### config.mk
export PLATFORM = sky130hd
export DESIGN_NAME = fetch_unit
export DESIGN_NICKNAME = d
export VERILOG_FILES = /design/src/rtl/fetch_unit_pkg.sv /design/src/rtl/fetch_unit_sync_fifo.sv /design/src/rtl/fetch_unit.sv
export SDC_FILE = /design/constraint.sdc
export NUM_CORES = 1
export LEC_CHECK = 0
export ABC_AREA = 1
export BUFFER_PORTS_ARGS = -buffer_cell sky130_fd_sc_hd__clkbuf_2
export CORE_ASPECT_RATIO = 0.8
export CORE_UTILIZATION = 60
export CTS_BUF_LIST = sky130_fd_sc_hd__clkbuf_8
export DETAILED_ROUTE_END_ITERATION = 8
export GPL_TIMING_DRIVEN = 0
export HOLD_SLACK_MARGIN = 0.06
export PLACE_DENSITY = 0.95
export REMOVE_ABC_BUFFERS = 1
export SETUP_SLACK_MARGIN = 0.05
export SLEW_MARGIN = 20
export SYNTH_ARGS = -nofsm -noshare
export SYNTH_HDL_FRONTEND = slang
export SYNTH_SLANG_ARGS = --single-unit
### constraint.sdc
create_clock -name clk -period 10.41 [get_ports clk]
set_input_delay 1.5615 -clock clk [delete_from_list [all_inputs] [get_ports clk]]
set_output_delay 1.5615 -clock clk [all_outputs]
set_load 0.05 [all_outputs]
### src/rtl/fetch_unit_pkg.sv
// Shared constants for the instruction-fetch slice.
// Imported by the fetch top level.
package fetch_unit_pkg;
  localparam int XLEN    = 32;
  localparam int INSTR_W = 32;
  localparam logic [XLEN-1:0] PC_STEP = 32'd4;
  localparam logic [INSTR_W-1:0] NOP = 32'h0000_0013;
endpackage

### src/rtl/fetch_unit_sync_fifo.sv
// First-word-fall-through synchronous FIFO.
// Synchronous flush clears all entries in one cycle.
module sync_fifo #(
  parameter int WIDTH = 32,
  parameter int DEPTH = 2
) (
  input  logic                     clk,
  input  logic                     reset,
  input  logic                     flush,
  input  logic                     push,
  input  logic                     pop,
  input  logic [WIDTH-1:0]         din,
  output logic [WIDTH-1:0]         dout,
  output logic [$clog2(DEPTH):0]   count,
  output logic                     full,
  output logic                     empty
);
  localparam int AW = (DEPTH > 1) ? $clog2(DEPTH) : 1;
  localparam int CW = $clog2(DEPTH) + 1;

  logic [WIDTH-1:0] r_mem [DEPTH];
  logic [AW-1:0]    r_wr;
  logic [AW-1:0]    r_rd;
  logic [CW-1:0]    r_cnt;

  function automatic logic [AW-1:0] nxt(input logic [AW-1:0] p);
    return (p == AW'(DEPTH - 1)) ? '0 : p + 1'b1;
  endfunction

  always_ff @(posedge clk or posedge reset) begin
    if (reset) begin
      r_wr  <= '0;
      r_rd  <= '0;
      r_cnt <= '0;
    end else if (flush) begin
      r_wr  <= '0;
      r_rd  <= '0;
      r_cnt <= '0;
    end else begin
      if (push) r_wr <= nxt(r_wr);
      if (pop)  r_rd <= nxt(r_rd);
      r_cnt <= r_cnt + CW'(push) - CW'(pop);
    end
  end

  always_ff @(posedge clk) begin
    if (push && !flush) r_mem[r_wr] <= din;
  end

  always_ff @(posedge clk) begin
    if (!reset) begin
      assert (!(pop && empty));
      assert (!(push && full && !pop));
    end
  end

  assign dout  = r_mem[r_rd];
  assign count = r_cnt;
  assign full  = (r_cnt == CW'(DEPTH));
  assign empty = (r_cnt == '0);
endmodule

### src/rtl/fetch_unit.sv
// Fetch stage: credit-limited imem requests, PC pairing,
// instruction buffer and next-PC mux with redirect drop tracking.
module fetch_unit
  import fetch_unit_pkg::*;
#(
  parameter int MAX_OUTSTANDING = 2,
  parameter int IBUF_DEPTH      = 2
) (
  input  logic              clk,
  input  logic              reset,
  input  logic [XLEN-1:0]   PC,
  output logic [XLEN-1:0]   pc_x_4,
  input  logic              redirect_valid,
  input  logic [XLEN-1:0]   redirect_pc,
  output logic              imem_req_valid,
  input  logic              imem_req_ready,
  output logic [XLEN-1:0]   imem_req_addr,
  input  logic              imem_rsp_valid,
  input  logic [INSTR_W-1:0] imem_rsp_data,
  output logic              if_valid,
  input  logic              if_ready,
  output logic [INSTR_W-1:0] if_instr,
  output logic [XLEN-1:0]   if_pc
);
  localparam int OW = $clog2(MAX_OUTSTANDING) + 1;
  localparam int BW = $clog2(IBUF_DEPTH) + 1;

  logic [OW-1:0] r_out;
  logic [OW-1:0] r_drop;

  logic [XLEN-1:0]         w_rsp_pc;
  logic [OW-1:0]           w_pc_cnt;
  logic                    w_pc_full;
  logic                    w_pc_empty;
  logic [XLEN+INSTR_W-1:0] w_ib_dout;
  logic [BW-1:0]           w_ib_cnt;
  logic                    w_ib_full;
  logic                    w_ib_empty;
  logic [BW:0]             w_inflight;
  logic                    w_accept;
  logic                    w_drop;
  logic                    w_ib_push;
  logic                    w_ib_pop;
  logic                    w_unused;

  // Outstanding + buffered never exceeds the buffer, so responses always fit.
  assign w_inflight = (BW+1)'(r_out) + (BW+1)'(w_ib_cnt);
  assign imem_req_valid = !reset && !redirect_valid &&
                          (r_out < OW'(MAX_OUTSTANDING)) &&
                          (w_inflight < (BW+1)'(IBUF_DEPTH));
  assign w_accept      = imem_req_valid && imem_req_ready;
  assign imem_req_addr = {PC[XLEN-1:2], 2'b00};

  always_comb begin
    pc_x_4 = PC;
    if (!reset) begin
      unique case (1'b1)
        redirect_valid: pc_x_4 = redirect_pc;
        w_accept:       pc_x_4 = PC + PC_STEP;
        default:        pc_x_4 = PC;
      endcase
    end
  end

  assign w_drop    = imem_rsp_valid && ((r_drop != '0) || redirect_valid);
  assign w_ib_push = imem_rsp_valid && !w_drop;
  assign if_valid  = !reset && !w_ib_empty && !redirect_valid;
  assign w_ib_pop  = if_valid && if_ready;
  assign if_pc     = w_ib_dout[XLEN+INSTR_W-1:INSTR_W];
  assign if_instr  = w_ib_dout[INSTR_W-1:0];

  always_ff @(posedge clk or posedge reset) begin
    if (reset) begin
      r_out  <= '0;
      r_drop <= '0;
    end else begin
      r_out <= r_out + OW'(w_accept) - OW'(imem_rsp_valid);
      if (redirect_valid)
        r_drop <= r_out - OW'(imem_rsp_valid);
      else if (imem_rsp_valid && (r_drop != '0))
        r_drop <= r_drop - 1'b1;
    end
  end

  sync_fifo #(.WIDTH(XLEN), .DEPTH(MAX_OUTSTANDING)) u_pc_fifo (
    .clk   (clk),
    .reset (reset),
    .flush (1'b0),
    .push  (w_accept),
    .pop   (imem_rsp_valid),
    .din   (PC),
    .dout  (w_rsp_pc),
    .count (w_pc_cnt),
    .full  (w_pc_full),
    .empty (w_pc_empty)
  );

  sync_fifo #(.WIDTH(XLEN+INSTR_W), .DEPTH(IBUF_DEPTH)) u_ibuf (
    .clk   (clk),
    .reset (reset),
    .flush (redirect_valid),
    .push  (w_ib_push),
    .pop   (w_ib_pop),
    .din   ({w_rsp_pc, imem_rsp_data}),
    .dout  (w_ib_dout),
    .count (w_ib_cnt),
    .full  (w_ib_full),
    .empty (w_ib_empty)
  );

  assign w_unused = &{1'b0, w_pc_cnt, w_pc_full, w_pc_empty, w_ib_full, PC[1:0]};
endmodule

# ---- Yosys cells after proc, flatten, opt, wreduce, memory -nomap -nowiden
# Memory sizes are Yosys's and may differ from the RTL's.
# Cells that the tools add are included.
dict set report word_totals {
  ff_bits 10
  mem_bits_rw 192
  inputBits 102
  output_inout_bits 130
  word_cells 61
  n_memories 2
}
# memory words word_bits read_ports rd_clocked_by_memory_dff wr line
set mem_list {}
lappend mem_list {u_ibuf.r_mem 2 64 1 0 1 fetch_unit_sync_fifo.sv:21} ;# logic [WIDTH-1:0] r_mem [DEPTH];
lappend mem_list {u_pc_fifo.r_mem 2 32 1 0 1 fetch_unit_sync_fifo.sv:21}
dict set report op_classes {
  n_addsub 12
  n_lt_le_gt_ge 2
  muxes 17
  reduce_logical 21
}
# op n
set ops {}
lappend ops {{one-hot mux 32 bit (2 select lines)} 1}
lappend ops {{adder 32 x 3 -> 32 bit, second input constant} 1}
lappend ops {{two-way mux 32 bit} 1}
lappend ops {{two-way mux 1 bit} 12}
lappend ops {{logical AND 1 bit} 11}
lappend ops {{nonzero test 2 bit} 4}
lappend ops {{two-way mux 2 bit} 3}
lappend ops {{subtractor 2 x 1 -> 2 bit} 3}
lappend ops {{adder 1 bit, second input constant} 4}
lappend ops {{adder 2 x 1 -> 2 bit} 2}
lappend ops {{zero test 1 bit} 4}
lappend ops {{adder 2 x 2 -> 3 bit} 1}
lappend ops {{less-than comparator 3 x 2 -> 1 bit, second input constant} 1}
lappend ops {{zero test 2 bit} 1}
lappend ops {{less-than comparator 2 bit, second input constant} 1}
lappend ops {{subtractor 2 x 1 -> 2 bit, second input constant} 1}
lappend ops {{logical OR 1 bit} 1}

# ---- Longest topological paths before layout
dict set report depth {
  word_depth 8
  mapped_depth 10
  ltp_nobuf 10
}

# ---- Hierarchy
# Synthesis repeated with hierarchy kept, for this count alone.
dict set report hier_totals {
  hier_cells 735
  area_unflattened_um2 9716.8
}
# module n_inst cells_each area_each_um2 seq_area_each_um2
set by_module_without_submodules {}
lappend by_module_without_submodules {{sync_fifo at u_ibuf} 1 229 4996.0 3943.8}
lappend by_module_without_submodules {{sync_fifo at u_pc_fifo} 1 130 2681.3 2021.9}
lappend by_module_without_submodules {fetch_unit 1 376 2039.5 100.1}

# ---- Worst setup path after synthesis
# No wires, ideal clock.
dict set report synth_timing {
  path_kind {input -> output}
  from {input reset}
  to {output imem_req_valid}
  t_arrival_ps 3401
  required_time_ps 8849
  path_slack_ps 5448
  path_stages 3
  n_path_buf 0
  cell_sequence {inv_1 nand2_4 nor4_1}
}
dict set report synth_between {
  elab_chain_len 4
}
# item line
set synth_rtl {}
lappend synth_rtl {{from (decl)} fetch_unit.sv:10} ;# input logic reset,
lappend synth_rtl {{zero test 1 bit} -}
lappend synth_rtl {{logical AND 1 bit (2 in series)} fetch_unit.sv:48} ;# assign imem_req_valid = !reset && !redirect_valid &&
lappend synth_rtl {{logical AND 1 bit} fetch_unit.sv:49} ;# (r_out < OW'(MAX_OUTSTANDING)) &&
lappend synth_rtl {{to (decl)} fetch_unit.sv:15} ;# output logic imem_req_valid,
# No other way between the ends.

# ---- Worst setup path in the final report
dict set report layout_timing {
  from {input redirect_valid}
  to {output pc_x_4[20]}
}
dict set report layout_between {
  elab_chain_len 7
}
# item line
set layout_rtl {}
lappend layout_rtl {{from (decl)} fetch_unit.sv:13} ;# input logic redirect_valid,
lappend layout_rtl {{zero test 1 bit} fetch_unit.sv:48}
lappend layout_rtl {{logical AND 1 bit (2 in series)} fetch_unit.sv:48}
lappend layout_rtl {{logical AND 1 bit} fetch_unit.sv:49}
lappend layout_rtl {{logical AND 1 bit} fetch_unit.sv:51} ;# assign w_accept = imem_req_valid && imem_req_ready;
lappend layout_rtl {{one-hot mux 32 bit (2 select lines) *} fetch_unit.sv:57} ;# unique case (1'b1)
lappend layout_rtl {{two-way mux 32 bit *} fetch_unit.sv:56} ;# if (!reset) begin
lappend layout_rtl {{to (decl)} fetch_unit.sv:12} ;# output logic [XLEN-1:0] pc_x_4,
# Mark *: on every way between the ends. The rest lies on a longest branch, timed or not.

==> reports/results.ini <==
[setup_path]
cp-end-kind=output pin
cp.required_ps=8850
arrival_ps=4240
cp-start-kind=input pin
criticalPathCategory=input pin to output pin
path_max_fanout=33

[sta]
post-route-min-period_ps=5810
finalSetupViolCount=0
max_freq_mhz=172
finalMaxSlewViolations=0
hold_violations=0
skew_ps=8.72
setup_tns_ps=0
relSlewSlack=0.322
final.period_utilization=0.558
hold_ws_ps=561
worstMarginPinSlew_ps=1020
rsz0062_at_grt=no

[power_and_ir_drop]
irDropWorstVdd_uv=121
power_density_nw_per_um2=190
finalPower_uw=2100
cellLeakagePower_uw=0.00476

[finish]
antenna_cells=0
nFillCells=1014
drive_gt1_frac=0.301
synthToLayoutAreaGrowth_pct=19.4
final_nets=1177

[drt]
routed_via_density=5.47
postRouteAntennaNets=0
first_pass_iters=7
drt_iter0_drc=458
route.detailed.drc=0
wl_per_cell_um=17.1
drt-total-wl_um=21800
met1_length_um=8300
vias=6980
route.met2.wl_um=10800
maxUsedRoutingLayer=met4
route.met3.wl_um=2170

[clock_tree]
cts.sinks=202
clkTransAtPathRegs_ps=70
worstSkewPairLatency_ps=550
clk_path_buf_depth=3
ctsResizeCount=0
htree_levels=1
cts_tree=built
postCtsHoldBufs=0
root_buffer=clkbuf_8
cts_setup_buffers=0
numCtsBuffers=29

[yosys]
synth_area_leaders=edfxtp_1, nand2_1, nand3_1
yosys_register_bits=202
synth_top_area_cell=edfxtp_1
netlist_instances=857
async_flop_share=0.0495
ys_types=35
yosysSeqAreaShare=0.651
syn_area_per_cell_sq_um=10.8
syn_area_sq_um=9240
synth_ff_type=edfxtp_1
synth.cells.most_frequent=nand2_1, edfxtp_1, nand3_1, nor2_1, inv_1
synth.most_common_cell=nand2_1
yosysTopAreaCellShare=0.624
synth_edf_count=192
yosys_warnings=0

[grt]
grt.total_usage=0.279
grt_pass1_vias=6654
grt_max_degree=67
grt_pass1_wl_um=33700
grt_overflow_total=0
antenna_found_initial=0

[floorplanning]
core_sq_um=15000
start_util=0.616
io_pins=232
fp.dieH_um=113
dieArea_sq_um=15900
fp-row-count=40
die_w_um=141

[place]
place_congestion=0.862
io_buffers=229
dpl.hpwl_um=15000

[run]
maxCapViolCount=0

[outcome]
status=completed

[worst_hold_path]
hold_path.class=flop to flop

[routing by layer]
| metal | global-route usage | up-vias |
|---|---|---|
| met3 | 0.0592 | 53 |
| met4 | 0.0978 | 0 |
| met1 | 0.336 | 3227 |
| met2 | 0.499 | 402 |
| met5 | 0 | - |
| li1 | - | 3298 |
[registers in the layout, summed over array words and instances (netlist names)]
name,cells
u_ibuf.r_mem,128
u_pc_fifo.r_mem,64
r_drop,2
r_out,2
u_ibuf.count,2
u_ibuf.r_rd,1
u_ibuf.r_wr,1
u_pc_fifo.r_rd,1
u_pc_fifo.r_wr,1
[critical path: stages]
cell	delay, ps
clkbuf_2	150
inv_4	90
nor2_4	700
inv_1	740
nand2_2	470
o21ai_0	120
inv_1	70
o21ai_1	80
clkbuf_2	250
[path summary, 6_finish.rpt]
kind                           startpoint  slack (ps)                endpoint  cells after the start
min in group asynchronous           reset        1040                r_out[0]                      2
setup / recovery           redirect_valid        4600              pc_x_4[20]                      9
setup reg to reg                 r_out[1]        7500  u_pc_fifo.r_mem[0][18]                      5
max in group asynchronous           reset        9000             u_ibuf.r_rd                      2
hold / removal                   r_out[0]         560                r_out[0]                      1
hold reg to reg                  r_out[0]         560                r_out[0]                      1
[cell type report]
cell class              instances  area, sq um  area share
flip-flops and latches        202         6020       0.546
well taps                     189          236      0.0214
multi-input cells             546         2700       0.244
inverters                      50          193      0.0175
repair buffers                238         1390       0.126
clock inverters                23         96.3     0.00873
clock buffers                  29          399      0.0362
[per-stage QoR]
step | utilization | worst slack, ps | cell area [sq um] | instances
after floorplan | - | 5370 | 8870 | 798
after global routing | 0.735 | 4460 | 11000 | 1277
after CTS | 0.735 | 4710 | 11000 | 1277
final | 0.735 | 4600 | 11000 | 1277
after detailed placement | 0.702 | 4730 | 10500 | 1225
after global placement | 0.683 | 3780 | 10300 | 1216
[power by group]
part / internal, uW / leakage [uW] / switching [uW]
sequential: 974 / 0.00186 / 38.9
combinational: 165 / 0.00260 / 378
clock: 259 / 0.000306 / 281
total: 1400 / 0.00476 / 698
[placed cells by master, fill, tap and decap left out, types with 4 or more instances in the layout]
cell type	netlist	layout
o21ai_0	17	17
nand3_1	78	78
o21bai_1	4	4
inv_1	46	59
clkbuf_2	0	229
ha_1	7	7
nor2_4	3	7
buf_16	0	9
xor2_1	4	4
a21oi_1	8	8
edfxtp_1	192	192
clkbuf_8	0	29
o211ai_1	5	5
nand2_1	309	309
nor2_1	48	44
mux2_2	32	32
clkinv_1	0	6
dfrtp_1	10	8
o21ai_1	5	5
[logic make-up (layout without fill, tap and decap cells)]
logic type	count (synthesis)	count (layout)	share of synthesized area
other	1	2	0.000406
and+or+nand+nor	458	458	0.207
muxes	32	32	0.0390
DFF	202	202	0.651
AOI/OAI and AO/OA	39	39	0.0236
xor gates and xnor gates	7	7	0.00663
buffers and inverters	110	340	0.0612
adders and majority gates	8	8	0.0116
No activity file was read; power rests on OpenSTA's default activity.
